`src/rtl/interrupt_controller.sv`:
```
// -----------------------------------------------------------------------------
// interrupt_controller
//
// Collects rising edges on N_SRC interrupt lines into a pending register,
// arbitrates the enabled pending sources by fixed priority (index 0 highest)
// and runs a single request/acknowledge/end-of-interrupt handshake with the
// core. A request that is not acknowledged within ACK_TIMEOUT cycles is
// withdrawn and its pending bit re-queued.
//
// Ports
//   clk        : single clock, all state changes on its rising edge
//   reset      : asynchronous active-low reset
//   irq_src    : per-source interrupt lines (rising-edge sensitive)
//   mask_wr    : write strobe for the mask register
//   mask_data  : new mask value (1 = source enabled)
//   ack        : core acknowledge of the current request (honoured in REQ)
//   eoi        : core end-of-interrupt strobe (honoured in SERVICE)
//   interrupt  : registered request to the core
//   irq_id     : registered index of the source requested / in service
//   pending    : current pending register
//   mask       : current mask register
//   busy       : high while a request is in REQ or SERVICE
// -----------------------------------------------------------------------------
module interrupt_controller #(
    parameter int N_SRC       = 8,
    parameter int ACK_TIMEOUT = 16
) (
    input  logic             clk,
    input  logic             reset,
    input  logic [N_SRC-1:0] irq_src,
    input  logic             mask_wr,
    input  logic [N_SRC-1:0] mask_data,
    input  logic             ack,
    input  logic             eoi,
    output logic             interrupt,
    output logic [3:0]       irq_id,
    output logic [N_SRC-1:0] pending,
    output logic [N_SRC-1:0] mask,
    output logic             busy
);

    typedef enum logic [1:0] {
        IDLE    = 2'd0,
        REQ     = 2'd1,
        SERVICE = 2'd2
    } state_t;

    state_t           state_q, state_d;
    logic [N_SRC-1:0] src_q, src_d;
    logic [N_SRC-1:0] pending_q, pending_d;
    logic [N_SRC-1:0] mask_q, mask_d;
    logic             interrupt_q, interrupt_d;
    logic [3:0]       irq_id_q, irq_id_d;
    logic [7:0]       cnt_q, cnt_d;

    logic [N_SRC-1:0] src_edge;
    logic [N_SRC-1:0] req_v;
    logic [N_SRC-1:0] grant;
    logic [3:0]       grant_idx;
    logic [N_SRC-1:0] id_onehot;

    assign src_edge = irq_src & ~src_q;
    assign req_v    = pending_q & mask_q;

    // Fixed-priority pick: scanning from the top down lets the lowest set
    // index overwrite earlier hits, so it ends up as the winner.
    always_comb begin
        grant     = '0;
        grant_idx = '0;
        for (int i = N_SRC - 1; i >= 0; i--) begin
            if (req_v[i]) begin
                grant     = '0;
                grant[i]  = 1'b1;
                grant_idx = 4'(i);
            end
        end
    end

    // One-hot form of the in-flight id, used to re-queue on timeout without
    // indexing the vector by a wider-than-needed id.
    always_comb begin
        id_onehot = '0;
        for (int i = 0; i < N_SRC; i++) begin
            id_onehot[i] = (irq_id_q == 4'(i));
        end
    end

    always_comb begin
        state_d     = state_q;
        interrupt_d = interrupt_q;
        irq_id_d    = irq_id_q;
        cnt_d       = cnt_q;
        pending_d   = pending_q;
        src_d       = irq_src;
        mask_d      = mask_wr ? mask_data : mask_q;

        case (state_q)
            IDLE: begin
                if (|req_v) begin
                    state_d     = REQ;
                    irq_id_d    = grant_idx;
                    pending_d   = pending_q & ~grant;
                    interrupt_d = 1'b1;
                    cnt_d       = 8'(ACK_TIMEOUT);
                end
            end
            REQ: begin
                cnt_d = cnt_q - 8'd1;
                if (ack) begin
                    // ack wins over a timeout expiring in the same cycle
                    state_d     = SERVICE;
                    interrupt_d = 1'b0;
                end else if (cnt_d == 8'd0) begin
                    state_d     = IDLE;
                    interrupt_d = 1'b0;
                    pending_d   = pending_q | id_onehot;
                end
            end
            SERVICE: begin
                interrupt_d = 1'b0;
                if (eoi) begin
                    state_d = IDLE;
                end
            end
            default: begin
                state_d     = IDLE;
                interrupt_d = 1'b0;
            end
        endcase

        // New edges are applied last so a set always beats a same-cycle clear.
        pending_d = pending_d | src_edge;
    end

    always_ff @(posedge clk or negedge reset) begin
        if (!reset) begin
            state_q     <= IDLE;
            interrupt_q <= 1'b0;
            irq_id_q    <= '0;
            pending_q   <= '0;
            mask_q      <= '1;
            src_q       <= '1;  // lines already high at release give no edge
            cnt_q       <= '0;
        end else begin
            state_q     <= state_d;
            interrupt_q <= interrupt_d;
            irq_id_q    <= irq_id_d;
            pending_q   <= pending_d;
            mask_q      <= mask_d;
            src_q       <= src_d;
            cnt_q       <= cnt_d;
        end
    end

    assign interrupt = interrupt_q;
    assign irq_id    = irq_id_q;
    assign pending   = pending_q;
    assign mask      = mask_q;
    assign busy      = (state_q != IDLE);

endmodule

```
`config.mk`:
```
export PLATFORM = sky130hd
export DESIGN_NAME = interrupt_controller
export DESIGN_NICKNAME = d
export VERILOG_FILES = /design/src/rtl/interrupt_controller.sv
export SDC_FILE = /design/constraint.sdc
export NUM_CORES = 1
export LEC_CHECK = 0
export BUFFER_PORTS_ARGS = -buffer_cell sky130_fd_sc_hd__buf_4
export CAP_MARGIN = 10
export CORE_MARGIN = 2
export CORE_UTILIZATION = 25
export CTS_BUF_LIST = sky130_fd_sc_hd__clkbuf_4
export CTS_CLUSTER_DIAMETER = 30
export DETAILED_ROUTE_END_ITERATION = 8
export PLACE_DENSITY = 0.51
export REMOVE_ABC_BUFFERS = 1
export SYNTH_ARGS = -nofsm -noshare
export SYNTH_HDL_FRONTEND = slang
export SYNTH_SLANG_ARGS = --single-unit
```
`constraint.sdc`:
```
create_clock -name clk -period 4.3 [get_ports clk]
set_input_delay 0.215 -clock clk [delete_from_list [all_inputs] [get_ports clk]]
set_output_delay 0.215 -clock clk [all_outputs]
set_load 0.1 [all_outputs]
```
==> flow_summary.toml <==
[status]
outcome = "complete, no violations"

[critical_path]
cp_top_family = "compound AO/OA/AOI/OAI gates"
cp_max_fo = 8
critPathSlowestCell = "dfrtp_1"
crit_path_max_incr_delay_ns = 0.45
critical_path_required_ns = 4.57
start_kind = "flop"
cp.arrival_ns = 2.06
worstPathCellList = "inv_1, ha_1, nor2_1, a21oi_1, o21ai_0, nand2_1, o21ai_1"
worstSetupPathType = "flop to flop"
critPathCaptureType = "flop"
cp_num_buf_inv = 1

[sta]
hold_viol = 0
maxSlewViolCount = 0
fin_ws_ns = 2.510
rsz0062_at_grt = "false"
layout_min_cycle_time_ns = 1.790
post-route-period-util_pct = 41.63
fin_setup_tns_ns = 0
setup_viol = 0
worstMarginPinSlew_ns = 0.6776
slew_headroom_pct = 54.73
clock_skew_ns = 0.01414
timing.hold.ws_ns = 0.08837
fmax_ghz = 0.5587

[power_and_ir_drop]
powerDensity_mw_per_mm2 = 733.6
p_leak_nw = 0.9843
p_int_mw = 0.8446
p_clk_share_pct = 13.8
fin_total_pwr_mw = 1.791
vdd_drop_max_uv = 168.3
p_sw_mw = 0.9461
p_sw_share_pct = 52.83
p_comb_share_pct = 52.8
p_seq_share_pct = 33.4

[logic_synthesis]
synthTopCellsByCount = "dfrtp_1 (22), a21oi_1 (18), nor2_1 (17)"
synth_area_sq_mm = 0.001866
synth.top_cell.area_share_pct = 29.51
synthArstFlopShare_pct = 100.0
yosys.area.top_type = "dfrtp_1"
synth_edf_count = 0
synth_warnings = 0
synth_ff_type = "dfrtp_1"
syn_avg_cell_area_sq_um = 10.03
yosys.cell_count.top_type = "dfrtp_1"
syn-instance-count = 186
synth.distinct_cells = 42
ys_seq_elements = 38
yosysSeqAreaShare_pct = 52.05
synthTopCellsByArea = "dfrtp_1 (30%), dfstp_2 (23%), a21oi_1 (4.8%), mux2_2 (4.8%), nor2_1 (3.4%)"

[final_layout]
post-route-cell-area_sq_mm = 0.002441
nets = 261
final_layout_size_suffix_gt1_share_pct = 33.05
fin_util_pct = 33.66
area_growth_pct = 30.85
fin_cells = 338
diodes = 0
nFillCells = 765

[die]
die_h_um = 90.39
start_util_pct = 25.72
core_sq_mm = 0.007253
dieArea_sq_mm = 0.008169
die_w_um = 90.39
rows = 31
ios = 43

[cts]
cts_tree = "done"
h-tree-depth = 2
clock_latency_ns = 0.35
cts_max_path_buffers = 2
numCtsBuffers = 5
clk_pin_slew_worst_paths_ns = 0.12
clkSinkCount = 38
cts-root-buf = "clkbuf_4"

[grt]
grt.busiest_layer = "met2"
antenna_found_initial = 0
met2_usage_pct = 18.17
first_global_vias = 1584
grt_usage_pct = 11.68
grt_start_max_net_pins = 39
met1_usage_pct = 15.76
grt_pass1_wl_mm = 7.783
use_met3_pct = 3.088
overflow = 0

[routing]
drt_iter0_drc = 81
wl_mm = 4.592
drt-wirelength-per-cell_um = 13.59
num_vias = 1588
drt_first_pass_iters = 4
viasPerCell = 4.698
drcViolationCount = 0
drt.antenna.violating_nets = 0

[job]
cap_violations = 0

[placed_design]
port_buffers = 41
gp_congestion = 0.7538
dp_hpwl_mm = 3.271
post-place-cells = 321
place_ws_ns = 2.509
placed_cell_area_sq_mm = 0.002272

[hold_path]
worstHoldPathType = "input pin to flop"
-- metal layers --
layer	routed length, um	vias up
met5	0	-
met4	26	0
met3	230	2
met2	2129	42
met1	2206	761
li1	-	783
-- worst register-to-register path: stages (launching register included) --
cell and delay, ns:
dfrtp_1 0.45, inv_1 0.07, ha_1 0.26, nor2_1 0.14, a21oi_1 0.08, o21ai_0 0.26
nand2_1 0.26, o21ai_1 0.20
-- final cells by class --
type                            instances  area, sq um  area share [%]
Clock buffer                            6        45.04           1.845
Clock inverter                          2        33.78           1.384
Inverter                                4        15.01          0.6151
Multi-Input combinational cell        139        854.6           35.01
Sequential cell                        38        970.9           39.77
Tap cell                               99        123.9           5.074
Timing Repair Buffer                   50        397.9           16.30
-- kinds of logic (layout without fill, tap and decap cells) --
logic type | Yosys count | after routing | synth area share, %
flops | 38 | 38 | 52.05
fa+ha+maj | 2 | 2 | 1.341
simple gates | 73 | 73 | 20.86
other cells | 1 | 1 | 0.2010
compound gates | 55 | 55 | 18.58
mux | 8 | 8 | 4.829
buf+inv | 9 | 62 | 2.146
-- worst paths after layout --
check / start / to / slack (ns) / depth (start not counted)
worst min register to register: cnt_q[7] / cnt_q[7] / 0.51 / 1
worst min-delay path: mask_data[7] / mask[7] / 0.09 / 2
max in group asynchronous: reset / src_q[0] / 3.56 / 2
worst max-delay path: cnt_q[0] / pending[4] / 2.51 / 7
worst max register to register: cnt_q[0] / pending[4] / 2.51 / 7
min in group asynchronous: reset / irq_id[2] / 0.37 / 2
-- cell usage in the layout, fill, tap and decap left out, drive strengths merged, types with 3 or more instances in the layout --
cell type / count
nand2: 16
dlygate4sd3: 9
mux2: 8
nand4: 3
clkbuf: 6
inv: 4
a22o: 3
nor2b: 10
a21oi: 18
o21ai: 19
dfstp: 16
nand3: 11
dfrtp: 22
nor2: 18
buf: 41
a22oi: 4
-- power by group through the flow --
stage / Combinational, mW / Clock, mW / Sequential [mW]
after floorplan: 0.387 / 0 / 0.924
after global placement: 0.937 / 0 / 0.603
final: 0.946 / 0.247 / 0.598
after global routing: 1.02 / 0.267 / 0.621
after detailed placement: 0.945 / 0 / 0.604
after CTS: 0.951 / 0.258 / 0.598
-- flip-flops by register name, indices dropped and copies added (netlist names) --
register,flops
cnt_q,8
mask,8
pending,8
src_q,8
irq_id,3
state_q,2
interrupt,1
-- timing repair --
item                      in CTS  in global routing
hold endpoints to repair      30                  0
hold buffers                   9                  0
setup buffers                  0                  0
gates resized for setup        0                  0
Note: power is estimated with default switching activity, not from simulation.
